### src/rtl/avalon_mm_arbiter_if.sv
// Avalon-MM bus bundle shared by both master ports and the slave port of avalon_mm_arbiter.
// The master modport drives the command side; the slave modport drives stall and read return.
interface avalon_mm_arbiter_if #(
  parameter int NBDATABYTES = 2,
  parameter int NBADDRBITS  = 8
);
  localparam int DW = 8 * NBDATABYTES;

  logic [NBADDRBITS-1:0]  address;
  logic [NBDATABYTES-1:0] byteenable;
  logic [DW-1:0]          writedata;
  logic                   read;
  logic                   write;
  logic                   waitrequest;
  logic [DW-1:0]          readdata;
  logic                   readdatavalid;

  modport master (
    output address, byteenable, writedata, read, write,
    input  waitrequest, readdata, readdatavalid
  );

  modport slave (
    input  address, byteenable, writedata, read, write,
    output waitrequest, readdata, readdatavalid
  );
endinterface

### src/rtl/avalon_mm_arbiter.sv
// Two-master to one-slave Avalon-MM arbiter with pipelined read return via a pending-ID FIFO.
// Define AVALON_ARB_FIXED_PRIO_EN for fixed priority (m0 wins); default is round-robin.
module avalon_mm_arbiter #(
  parameter int NBDATABYTES = 2,
  parameter int NBADDRBITS  = 8,
  parameter int MAXPENDING  = 4
) (
  input  logic                 clk,
  input  logic                 rst,
  avalon_mm_arbiter_if.slave   m0,
  avalon_mm_arbiter_if.slave   m1,
  avalon_mm_arbiter_if.master  s,
  output logic                 err_rdv
);
  localparam int DW = 8 * NBDATABYTES;
  localparam int PW = $clog2(MAXPENDING);
  localparam logic [PW:0]   FULLCNT = (PW+1)'(MAXPENDING);
  localparam logic [PW:0]   CNT_ONE = (PW+1)'(1);
  localparam logic [PW-1:0] PTR_ONE = PW'(1);

  typedef enum logic [1:0] {IDLE, GNT0, GNT1} state_t;

  state_t                r_state;
  state_t                w_next_state;
  logic                  r_last_gnt;
  logic [MAXPENDING-1:0] r_fifo;
  logic [PW-1:0]         r_wr_ptr;
  logic [PW-1:0]         r_rd_ptr;
  logic [PW:0]           r_count;
  logic                  r_err_rdv;

  logic w_req0, w_req1, w_elig0, w_elig1;
  logic w_accept, w_push, w_pop, w_head_id;

  assign w_req0  = m0.read | m0.write;
  assign w_req1  = m1.read | m1.write;
  assign w_elig0 = m0.write | (m0.read & (r_count < FULLCNT));
  assign w_elig1 = m1.write | (m1.read & (r_count < FULLCNT));

  // Acceptance is derived from master inputs rather than s.read/s.write to keep the mux loop-free.
  assign w_accept = !s.waitrequest &
                    (((r_state == GNT0) & w_req0) | ((r_state == GNT1) & w_req1));
  assign w_push    = w_accept & (((r_state == GNT0) & m0.read) | ((r_state == GNT1) & m1.read));
  assign w_pop     = s.readdatavalid & (r_count != '0);
  assign w_head_id = r_fifo[r_rd_ptr];

  always_ff @(posedge clk or posedge rst) begin
    if (rst) begin
      r_state    <= IDLE;
      r_last_gnt <= 1'b1;
    end else begin
      r_state <= w_next_state;
      if (w_accept)
        r_last_gnt <= (r_state == GNT1);
    end
  end

  always_comb begin
    w_next_state     = r_state;
    s.address        = {NBADDRBITS{1'b0}};
    s.byteenable     = {NBDATABYTES{1'b0}};
    s.writedata      = {DW{1'b0}};
    s.read           = 1'b0;
    s.write          = 1'b0;
    m0.waitrequest   = 1'b1;
    m1.waitrequest   = 1'b1;
    case (r_state)
      IDLE: begin
        if (w_elig0 && w_elig1) begin
`ifdef AVALON_ARB_FIXED_PRIO_EN
          w_next_state = GNT0;
`else
          w_next_state = r_last_gnt ? GNT0 : GNT1;
`endif
        end else if (w_elig0) begin
          w_next_state = GNT0;
        end else if (w_elig1) begin
          w_next_state = GNT1;
        end
      end
      GNT0: begin
        s.address      = m0.address;
        s.byteenable   = m0.byteenable;
        s.writedata    = m0.writedata;
        s.read         = m0.read;
        s.write        = m0.write;
        m0.waitrequest = s.waitrequest;
        if (!w_req0 || w_accept)
          w_next_state = IDLE;
      end
      GNT1: begin
        s.address      = m1.address;
        s.byteenable   = m1.byteenable;
        s.writedata    = m1.writedata;
        s.read         = m1.read;
        s.write        = m1.write;
        m1.waitrequest = s.waitrequest;
        if (!w_req1 || w_accept)
          w_next_state = IDLE;
      end
      default: w_next_state = IDLE;
    endcase
  end

  // Pending-read ID FIFO; pointers wrap naturally since MAXPENDING is a power of two.
  always_ff @(posedge clk or posedge rst) begin
    if (rst) begin
      r_fifo    <= '0;
      r_wr_ptr  <= '0;
      r_rd_ptr  <= '0;
      r_count   <= '0;
      r_err_rdv <= 1'b0;
    end else begin
      if (w_push) begin
        r_fifo[r_wr_ptr] <= (r_state == GNT1);
        r_wr_ptr         <= r_wr_ptr + PTR_ONE;
      end
      if (w_pop)
        r_rd_ptr <= r_rd_ptr + PTR_ONE;
      case ({w_push, w_pop})
        2'b10:   r_count <= r_count + CNT_ONE;
        2'b01:   r_count <= r_count - CNT_ONE;
        default: r_count <= r_count;
      endcase
      if (s.readdatavalid && (r_count == '0))
        r_err_rdv <= 1'b1;
    end
  end

  assign m0.readdata      = s.readdata;
  assign m1.readdata      = s.readdata;
  assign m0.readdatavalid = w_pop & !w_head_id;
  assign m1.readdatavalid = w_pop & w_head_id;
  assign err_rdv          = r_err_rdv;
endmodule

### src/flat_wrapper.sv
// flat-port wrapper written by rule: the top's interface ports become plain ports
module avalon_mm_arbiter_flat 
#(
  parameter int NBDATABYTES = 2,
  parameter int NBADDRBITS  = 8,
  parameter int MAXPENDING  = 4
)
  (clk, rst, err_rdv, m0_address, m0_byteenable, m0_writedata, m0_read, m0_write, m0_waitrequest, m0_readdata, m0_readdatavalid, m1_address, m1_byteenable, m1_writedata, m1_read, m1_write, m1_waitrequest, m1_readdata, m1_readdatavalid, s_address, s_byteenable, s_writedata, s_read, s_write, s_waitrequest, s_readdata, s_readdatavalid);
  avalon_mm_arbiter_if #(.NBDATABYTES(NBDATABYTES), .NBADDRBITS(NBADDRBITS)) m0_i ();
  avalon_mm_arbiter_if #(.NBDATABYTES(NBDATABYTES), .NBADDRBITS(NBADDRBITS)) m1_i ();
  avalon_mm_arbiter_if #(.NBDATABYTES(NBDATABYTES), .NBADDRBITS(NBADDRBITS)) s_i ();
  input  logic clk;
  input  logic rst;
  output logic err_rdv;
  input wire logic [$bits(m0_i.address)-1:0] m0_address;
  input wire logic [$bits(m0_i.byteenable)-1:0] m0_byteenable;
  input wire logic [$bits(m0_i.writedata)-1:0] m0_writedata;
  input wire logic [$bits(m0_i.read)-1:0] m0_read;
  input wire logic [$bits(m0_i.write)-1:0] m0_write;
  output wire logic [$bits(m0_i.waitrequest)-1:0] m0_waitrequest;
  output wire logic [$bits(m0_i.readdata)-1:0] m0_readdata;
  output wire logic [$bits(m0_i.readdatavalid)-1:0] m0_readdatavalid;
  input wire logic [$bits(m1_i.address)-1:0] m1_address;
  input wire logic [$bits(m1_i.byteenable)-1:0] m1_byteenable;
  input wire logic [$bits(m1_i.writedata)-1:0] m1_writedata;
  input wire logic [$bits(m1_i.read)-1:0] m1_read;
  input wire logic [$bits(m1_i.write)-1:0] m1_write;
  output wire logic [$bits(m1_i.waitrequest)-1:0] m1_waitrequest;
  output wire logic [$bits(m1_i.readdata)-1:0] m1_readdata;
  output wire logic [$bits(m1_i.readdatavalid)-1:0] m1_readdatavalid;
  output wire logic [$bits(s_i.address)-1:0] s_address;
  output wire logic [$bits(s_i.byteenable)-1:0] s_byteenable;
  output wire logic [$bits(s_i.writedata)-1:0] s_writedata;
  output wire logic [$bits(s_i.read)-1:0] s_read;
  output wire logic [$bits(s_i.write)-1:0] s_write;
  input wire logic [$bits(s_i.waitrequest)-1:0] s_waitrequest;
  input wire logic [$bits(s_i.readdata)-1:0] s_readdata;
  input wire logic [$bits(s_i.readdatavalid)-1:0] s_readdatavalid;
  assign m0_i.address = m0_address;
  assign m0_i.byteenable = m0_byteenable;
  assign m0_i.writedata = m0_writedata;
  assign m0_i.read = m0_read;
  assign m0_i.write = m0_write;
  assign m0_waitrequest = m0_i.waitrequest;
  assign m0_readdata = m0_i.readdata;
  assign m0_readdatavalid = m0_i.readdatavalid;
  assign m1_i.address = m1_address;
  assign m1_i.byteenable = m1_byteenable;
  assign m1_i.writedata = m1_writedata;
  assign m1_i.read = m1_read;
  assign m1_i.write = m1_write;
  assign m1_waitrequest = m1_i.waitrequest;
  assign m1_readdata = m1_i.readdata;
  assign m1_readdatavalid = m1_i.readdatavalid;
  assign s_address = s_i.address;
  assign s_byteenable = s_i.byteenable;
  assign s_writedata = s_i.writedata;
  assign s_read = s_i.read;
  assign s_write = s_i.write;
  assign s_i.waitrequest = s_waitrequest;
  assign s_i.readdata = s_readdata;
  assign s_i.readdatavalid = s_readdatavalid;
  avalon_mm_arbiter #(.NBDATABYTES(NBDATABYTES), .NBADDRBITS(NBADDRBITS), .MAXPENDING(MAXPENDING)) u_core (.clk(clk), .rst(rst), .m0(m0_i), .m1(m1_i), .s(s_i), .err_rdv(err_rdv));
endmodule
### config.mk
export PLATFORM = sky130hd
export DESIGN_NAME = avalon_mm_arbiter_flat
export DESIGN_NICKNAME = d
export VERILOG_FILES = /design/src/rtl/avalon_mm_arbiter_if.sv /design/src/rtl/avalon_mm_arbiter.sv /design/src/flat_wrapper.sv
export SDC_FILE = /design/constraint.sdc
export NUM_CORES = 1
export LEC_CHECK = 0
export ABC_AREA = 1
export ABC_CLOCK_PERIOD_IN_PS = 3100
export CAP_MARGIN = 10
export CORE_ASPECT_RATIO = 0.9
export CORE_MARGIN = 2
export CORE_UTILIZATION = 33
export CTS_BUF_LIST = sky130_fd_sc_hd__clkbuf_4
export DETAILED_ROUTE_END_ITERATION = 10
export GPL_TIMING_DRIVEN = 0
export PLACE_DENSITY = 0.84
export SLEW_MARGIN = 30
export SYNTH_ARGS = -nofsm -noshare
export SYNTH_HDL_FRONTEND = slang
export SYNTH_SLANG_ARGS = --single-unit
### constraint.sdc
create_clock -name clk -period 3.1 [get_ports clk]
set_clock_uncertainty 0.1 [all_clocks]
set_input_delay 0.31 -clock clk [delete_from_list [all_inputs] [get_ports clk]]
set_output_delay 0.31 -clock clk [all_outputs]
set_load 0.02 [all_outputs]
==> results_dict.tcl <==
set metrics [dict create \
    final-instance-count-excl-fill 440 \
    via_per_inst 4.54 \
    worst_path_max_delay_cell "clkdlybuf4s50_1" \
    die_x_um 77.8 \
    cts_tree "done" \
    ir_worst_vdd_uv 384 \
    holdWs_ns 0.255 \
    setup_tns_ns 0 \
    critical_path.max_fanout 10 \
    met2RoutedLength_mm 2.92 \
    path_class "flop to output port" \
    syn_inst 247 \
    power_mw 1.99 \
    crit_path_start_kind "flop" \
    io_pins 141 \
    dieArea_um2 5480 \
    max_freq_ghz 0.370 \
    avgRoutedWirePerCell_um 12.7 \
    crit_path_max_incr_delay_ns 0.66 \
    top_layer "met4" \
    final_cell_mix "clkdlybuf4s50_1, nand2_1, buf_4" \
    routed_wl_mm 5.61 \
    power_density_nw_per_um2 672 \
    ant_nets 0 \
    worstMarginPinSlew_ns 0.563 \
    met1_length_mm 2.24 \
    ys.warnings.count 0 \
    cts-htree-levels 1 \
    power.leakage_nw 1.31 \
    syn-cell-area_um2 1620 \
    place_area_um2 2940 \
    rsz0062_at_grt "no" \
    routabilityCongestion 0.820 \
    n_antenna_cell 0 \
    grt_usage_pct 20.5 \
    drt-initial-drc-count 57 \
    die_y_um 70.4 \
    synth_seq_area_share_pct 23.3 \
    clk_path_buf_depth 2 \
    core_um2 4770 \
    setup_viol 0 \
    cap_violations 0 \
    outcome "completed" \
    remaining_drc_errors 0 \
    post_route_cells_drive_above_1_share_pct 14.9 \
    cts-root-buf "clkbuf_4" \
    cp.required_ns 2.69 \
    end_kind "output port" \
    path_clk_slew_ns 0.10 \
    layout_commonest_cell "clkdlybuf4s50_1" \
    hold_viol_final 0 \
    synth_seq_cells 15 \
    drv_slew 0 \
    slew_headroom_pct 62.4 \
    dr_wl_met3_um 345 \
    fin_nets 461 \
    crit_chain "inv_1, ha_1, buf_4, buf_2, nand2_1, a21oi_1, clkdlybuf4s50_1" \
    min_path_type "input pin to async pin" \
    power_switching_mw 1.02 \
    power_frac_comb_pct 77.1 \
    post_cts_buffers 0 \
    yosysUniqueCellTypes 24 \
    dp_hpwl_mm 4.75 \
    drt_first_pass_iters 4 \
    io_buffers 124 \
    p_int_mw 0.972 \
    vias 1996 \
    dpl.cell_count 436 \
    grt_pass1_wl_mm 9.25 \
    area_growth_pct 83.5 \
    initial_core_util_pct 33.9 \
    fin_crit_ns 2.70 \
    hold_buffers 0 \
    insertion_delay_ns 0.29 \
    numCtsBuffers 3 \
    p_clk_share_pct 5.7 \
    clock-sinks 15 \
    seqPwrFrac_pct 17.1 \
    grt_pass1_vias 1988 \
    arrival_ns 2.29 \
    fp-row-count 24 \
    final.period_utilization_pct 87.1 \
    synth_nets 332 \
    switching_share_pct 51.3 \
    grt_antenna_before_repair 0 \
    grt_max_degree 16 \
    overflow 0 \
    final_area_um2 2970 \
    post_cts_resized 0 \
    postSynthAreaPerCell_um2 6.54 \
]
-- worst max-delay path, delay by kind of cell, from the launching register on --
| family | cells | cell delay [ns] |
|---|---|---|
| AO/OA/AOI/OAI | 1 | 0.19 |
| adder cells (fa/ha/maj) | 1 | 0.18 |
| buffers and inverters | 4 | 1.15 |
| flip-flops | 1 | 0.41 |
| AND/OR/NAND/NOR | 1 | 0.07 |
-- per-stage QoR --
step	util (%)	setup WS, ns
after floorplan	-	0.767
after global placement	61.6	0.553
after detailed placement	61.6	0.493
after CTS	62.1	0.412
after global routing	62.1	0.262
final	62.1	0.400
-- synthesized netlist by cell type (all sizes together) --
cell type   n  area (µm²)
a21oi      31         155
buf        41         292
dfrtp      14         350
dfstp       1        26.3
fa          1        20.0
ha          8         100
inv        21        78.8
nand2      99         407
nand3       3        15.0
nand4       8        50.1
nor2       11        58.8
nor3        1        10.0
o21ai       4        20.0
o21bai      1        7.51
xnor2       1        8.76
xor2        2        17.5
-- per-layer routing --
| metal | GRT usage, % | vias to the layer above |
|---|---|---|
| met5 | 0 | - |
| met4 | 5.75 | 0 |
| met3 | 2.20 | 11 |
| met2 | 39.1 | 78 |
| met1 | 24.0 | 908 |
| li1 | - | 999 |
-- registers in the layout, indices dropped and copies added (netlist names) --
signal,flops
u_core.r_wr_ptr,2
u_core.r_rd_ptr,2
u_core.r_state,2
u_core.r_fifo,4
u_core.r_count,3
u_core.r_last_gnt,1
u_core.err_rdv,1
-- cell families after synthesis --
logic type / Yosys count / synth area share, %
simple gates: 122 / 33.4
buf+inv: 62 / 22.9
compound gates: 36 / 11.3
flops: 15 / 23.3
fa+ha+maj: 9 / 7.43
xor+xnor: 3 / 1.63
-- power groups by stage --
stage	Combinational [mW]	Sequential [mW]	Clock (mW)
5_1_grt	1.70	0.352	0.124
3_5_place_dp	1.54	0.344	0
3_3_place_gp	1.50	0.339	0
4_1_cts	1.55	0.341	0.119
6_report	1.54	0.342	0.115
2_1_floorplan	0.953	0.332	0
-- layout make-up --
cell class,instances,area (µm²)
Buffer,41,292
Clock buffer,3,22.5
Clock inverter,1,5.00
Fill cell,415,1810
Inverter,21,78.8
Multi-Input combinational cell,170,870
Sequential cell,15,377
Tap cell,65,81.3
Timing Repair Buffer,124,1240
-- final timing paths --
path	start	to	slack, ns	cells past startpoint
max	u_core.r_state[1]	s_writedata[13]	0.40	7
min	rst	u_core.r_count[1]	0.26	2
max reg2reg	u_core.r_state[0]	u_core.r_count[2]	0.57	14
min reg2reg	u_core.r_fifo[3]	u_core.r_fifo[3]	0.39	2
max in group asynchronous	rst	u_core.r_state[0]	2.27	2
min in group clk	u_core.r_fifo[3]	u_core.r_fifo[3]	0.39	2
(Power assumes the default switching activity.)
==> edit 1, RTL diff (same flow settings) <==
The 3 states of `state_t` get a one-hot encoding in 3 bits.
--- a/src/rtl/avalon_mm_arbiter.sv
+++ b/src/rtl/avalon_mm_arbiter.sv
@@ -19,5 +19,5 @@
   localparam logic [PW-1:0] PTR_ONE = PW'(1);
 
-  typedef enum logic [1:0] {IDLE, GNT0, GNT1} state_t;
+  typedef enum logic [2:0] {IDLE = 3'b001, GNT0 = 3'b010, GNT1 = 3'b100} state_t;
 
   state_t                r_state;
Check against the original RTL: same outputs for any inputs over 10 cycles, from zero or initial values and one cycle with rst high; not proved beyond that.
==> edit 1 against the unedited design <==
- worst setup slack improved by 0.10 ns
- via count is 18% lower
- critical path depth down 1
- wire length down 16%
- utilization up 5.0 points
- area after synthesis shrank 11%
- sequential cell count up 1
- power decreased by 26%
- cell area fell by 6.5%
- highest routed layer unchanged
==> edit 1: results (changes against the unedited design) <==
Yosys
  • Most area-consuming cells after synthesis: dfrtp_1, buf_4, a22o_1, nand2_1, inv_1 (was dfrtp_1, nand2_1, buf_4, a21oi_1, ha_1)
  • Top post-synthesis cells by count: buf_4, a22o_1, nand2_1, inv_1, dfrtp_1 (was nand2_1, buf_4, a21oi_1, inv_1, dfrtp_1)
  • Syn Nets: 259 (was 332)
  • Seq/Total Area, Yosys: 27.9% (was 23.3%)
  • Mean post-synth cell area: 8.16 um^2 (was 6.54 um^2)
  • Main flop type after synthesis: dfrtp_1 (unchanged)
  • Yosys cell types: 27 (was 24)

Drt
  • DR WL/cell: 13.3 um (was 12.7 um)
  • Detail Route Antenna Nets: 0 (unchanged)
  • DR vias: 1646 (was 1996)
  • Total wire length: 4.69 mm (was 5.61 mm)
  • Initial DRC Count: 59 (was 57)
  • Post-Route M1 WL: 1.83 mm (was 2.24 mm)
  • WL met2: 2.53 mm (was 2.92 mm)
  • Drt pass-1 iters: 5 (was 4)

Placement
  • Hpwl dp: 3.96 mm (was 4.75 mm)

Critical path
  • R2R depth: 10 (was 14)
  • Crit Reg-Reg Startpoint: u_core.r_state[0] (unchanged)
  • Crit path from: u_core.r_state[2] (was u_core.r_state[1])
  • CP endpoint: s_writedata[10] (was s_writedata[13])
  • R2r setup slk: 0.76 ns (was 0.57 ns)

Global routing
  • Global-route wire length before repair: 7.08 mm (was 9.25 mm)
  • Met1 Use GR: 21.8% (was 24.0%)
  • Tot GR Track Use: 18.5% (was 20.5%)
  • M2 GR Usage: 33.7% (was 39.1%)
  • M3 GR Usage: 4.08% (was 2.20%)
  • Pin count of the biggest net entering global routing: 17 (was 16)

Cells and area
  • Top flop regs: u_core.r_fifo (4), u_core.r_count (3), u_core.r_state (3) (was u_core.r_fifo (4), u_core.r_count (3))
  • Non-clock buffers: 161 (was 165)
  • Fill cells: 347 (was 415)
  • Inverters: 20 (was 21)
  • Sequential cell area share: 14.5% (was 12.7%)
  • Nets@finish: 388 (was 461)
  • Final non-clock buffer share: 54.7% (was 51.7%)
  • Share of post-route cells with drive strength above 1: 16.4% (was 14.9%)
  • Multi-input combinational area share: 25.0% (was 29.3%)

Pwr
  • Net switching power: 0.000643 W (was 0.00102 W)
  • Static leakage: 1.27 nW (was 1.31 nW)
  • Worst vdd ir: 0.230 mV (was 0.384 mV)

Clock tree
  • CTS sink count: 16 (was 15)

STA
  • Worst Tran Pin Value: 0.601 ns (was 0.563 ns)

Status
  • Status: finished, final reports clean (unchanged)
edit 1: cell count changes after synthesis, sizes merged, moves of 3 or more:
cell   change
a21oi     -27
a22o      +26
buf        -4
ha         -3
nand2     -70
nand3      +8
nand4      -4
nor2       -4
o21ai      +3
edit 1: power groups by stage:
| stage | clock (W) | combinational [W] | sequential, W |
|---|---|---|---|
| floorplan | 0 | 0.000589 | 0.000347 |
| detailed placement | 0 | 0.000999 | 0.000354 |
| global placement | 0 | 0.000974 | 0.000351 |
| global route | 0.000132 | 0.00109 | 0.000363 |
| CTS | 0.000121 | 0.00100 | 0.000351 |
| finish | 0.000118 | 0.000998 | 0.000352 |
edit 1: stage by stage:
| stage | hold slack, ns | instance area, um^2 | setup WS, ns |
|---|---|---|---|
| 2_1_floorplan | 0.122 | 1450 | 0.914 |
| 3_3_place_gp | 0.356 | 2750 | 0.601 |
| 3_5_place_dp | 0.374 | 2750 | 0.539 |
| 4_1_cts | 0.303 | 2770 | 0.494 |
| 5_1_grt | 0.304 | 2770 | 0.367 |
| 6_report | 0.279 | 2770 | 0.505 |
edit 1: worst max-delay path: stages, from the launching register on:
cell,delay [ns]
dfrtp_1,0.45
nor2_2,0.17
nand2_1,0.10
inv_2,0.15
buf_2,0.24
a22o_1,0.16
clkdlybuf4s50_1,0.61
edit 1: logic make-up (layout without fill, tap and decap cells):
| family | after synthesis | in the layout | share of synthesized area (%) |
|---|---|---|---|
| AOI/OAI and AO/OA | 41 | 41 | 21.9 |
| xor gates and xnor gates | 4 | 4 | 2.42 |
| adders and majority gates | 6 | 6 | 5.71 |
| buffers and inverters | 57 | 185 | 24.2 |
| DFF | 16 | 16 | 27.9 |
| and+or+nand+nor | 53 | 53 | 17.8 |
==> edit 2, RTL diff (same settings) <==
Without the edit above. Add a define of `AVALON_ARB_FIXED_PRIO_EN`.
--- a/src/rtl/avalon_mm_arbiter.sv
+++ b/src/rtl/avalon_mm_arbiter.sv
@@ -1,4 +1,6 @@
 // Two-master to one-slave Avalon-MM arbiter with pipelined read return via a pending-ID FIFO.
 // Define AVALON_ARB_FIXED_PRIO_EN for fixed priority (m0 wins); default is round-robin.
+`define AVALON_ARB_FIXED_PRIO_EN
+
 module avalon_mm_arbiter #(
   parameter int NBDATABYTES = 2,
Behaviour: not the same (Yosys sat finds a counterexample within 4 cycles, from zero or initial values and one cycle with rst high).
==> edit 2 against the unedited design <==
- wire length decreased by 18%
- cell area decreased by 5.1%
- critical path type unchanged
- sequential cell count decreased by 1
- worst setup slack improved by 0.061 ns
- count of clock-buffer cells in the layout unchanged
- area after synthesis decreased by 9.0%
- power decreased by 14%
- clock power decreased by 8%
==> edit 2: results (changes against the unedited design) <==
Clock tree
  • Clk slew on worst S/H paths: 0.08 ns (was 0.10 ns)
  • # H-tree levels: 1 (unchanged)

Cells and area
  • Nets@finish: 436 (was 461)
  • Share of post-route cells with drive strength above 1: 13.7% (was 14.9%)

Critical path
  • Crit path from: u_core.r_state[0] (was u_core.r_state[1])
  • Critical path arrival: 2.23 ns (was 2.29 ns)
  • Largest stage delay, worst path: 0.57 ns (was 0.66 ns)
  • R2r setup slk: 0.90 ns (was 0.57 ns)
  • Slowest cell on crit path: clkdlybuf4s50_1 (unchanged)

Drt
  • Initial DRC Count: 53 (was 57)
  • Total wire length: 4.60 mm (was 5.61 mm)
  • DR vias: 1758 (was 1996)
  • Post-Route M1 WL: 1.89 mm (was 2.24 mm)
  • WL met2: 2.33 mm (was 2.92 mm)
  • Met3 routed WL: 348 um (was 345 um)

Global routing
  • Global-route wire length before repair: 6.62 mm (was 9.25 mm)
  • Via count of the first global-routing pass: 1479 (was 1988)
  • Pin count of the biggest net entering global routing: 15 (was 16)
  • Tot GR Track Use: 16.9% (was 20.5%)

Yosys
  • Syn Nets: 307 (was 332)
  • Seq/Total Area, Yosys: 23.8% (was 23.3%)
  • Top post-synthesis cells by count: nand2_1, buf_4, a21oi_1, inv_1, dfrtp_1 (unchanged)
  • Most area-consuming cells after synthesis: dfrtp_1, nand2_1, buf_4, a21oi_1, ha_1 (unchanged)
  • Yosys cell types: 22 (was 24)

Placement
  • Placer Congestion: 0.859 (was 0.820)
  • Hpwl dp: 3.96 mm (was 4.75 mm)
  • Placed inst area: 2790 um^2 (was 2940 um^2)

Min path
  • Class of the worst hold path: input pin to async pin (unchanged)

STA
  • Worst Tran Pin Value: 0.523 ns (was 0.563 ns)

Status
  • Status: finished, final reports clean (unchanged)

Pwr
  • Static leakage: 1.21 nW (was 1.31 nW)
  • Worst vdd ir: 0.386 mV (was 0.384 mV)

Floorplanning
  • FP Rows: 23 (was 24)
## edit 2: cell count changes after synthesis, sizes merged
cell   delta
buf       -1
dfstp     -1
inv       -1
nand2    -24
nand3     +4
nand4     -8
nor2      -2
nor3      -1
o21a      +1
o21ai     +7
xor2      +1
## edit 2: area by class of cell
cell class | count | area (um^2)
plain buffers | 40 | 299
clock buffers | 3 | 22.5
clock inverters | 1 | 3.75
flip-flops and latches | 14 | 350
multi-input cells | 148 | 747
inverters | 20 | 75.1
fillers | 398 | 1560
repair buffers | 124 | 1240
well taps | 62 | 77.6
## edit 2: kinds of logic (layout without fill, tap and decap cells)
logic type / Yosys count / in the layout / share of synthesized area (%)
simple gates: 91 / 91 / 24.2
buf+inv: 60 / 188 / 25.4
compound gates: 44 / 44 / 16.1
flops: 14 / 14 / 23.8
fa+ha+maj: 9 / 9 / 8.16
xor+xnor: 4 / 4 / 2.38
## edit 2: worst register-to-register path: stages (launching register included)
cell	delay (ns)
dfrtp_1	0.38
inv_1	0.07
ha_1	0.23
nand2_1	0.11
o21ai_4	0.09
nand2_2	0.10
ha_1	0.15
inv_1	0.07
fa_1	0.38
a21oi_1	0.14
o21ai_0	0.11
xor2_1	0.15
## edit 2: final timing paths
kind,to,cells after the start
max,s_writedata[9],6
min,u_core.r_rd_ptr[1],2
max reg2reg,u_core.r_count[2],11
min reg2reg,u_core.err_rdv,1
max in group asynchronous,u_core.r_count[2],2
min in group clk,u_core.err_rdv,1
## edit 2: power by group
group          internal [W]  switching [W]  total [W]
Clock             0.0000467      0.0000597   0.000106
Sequential         0.000256      0.0000505   0.000307
Combinational      0.000582       0.000718    0.00130
Total              0.000885       0.000828    0.00171
## edit 2: stage by stage
| stage | instances | worst slack (ns) | hold WS (ns) |
|---|---|---|---|
| after global placement | 408 | 0.774 | 0.359 |
| final | 412 | 0.462 | 0.263 |
| after CTS | 412 | 0.470 | 0.272 |
| after detailed placement | 408 | 0.763 | 0.371 |
| after floorplan | 222 | 1.06 | 0.0992 |
| after global routing | 412 | 0.309 | 0.332 |
## edit 2: metal layers
metal | track usage (%) | vias to the layer above
met5 | 0 | -
met4 | 3.13 | 0
met3 | 3.28 | 4
met2 | 29.6 | 70
met1 | 21.7 | 764
li1 | - | 920
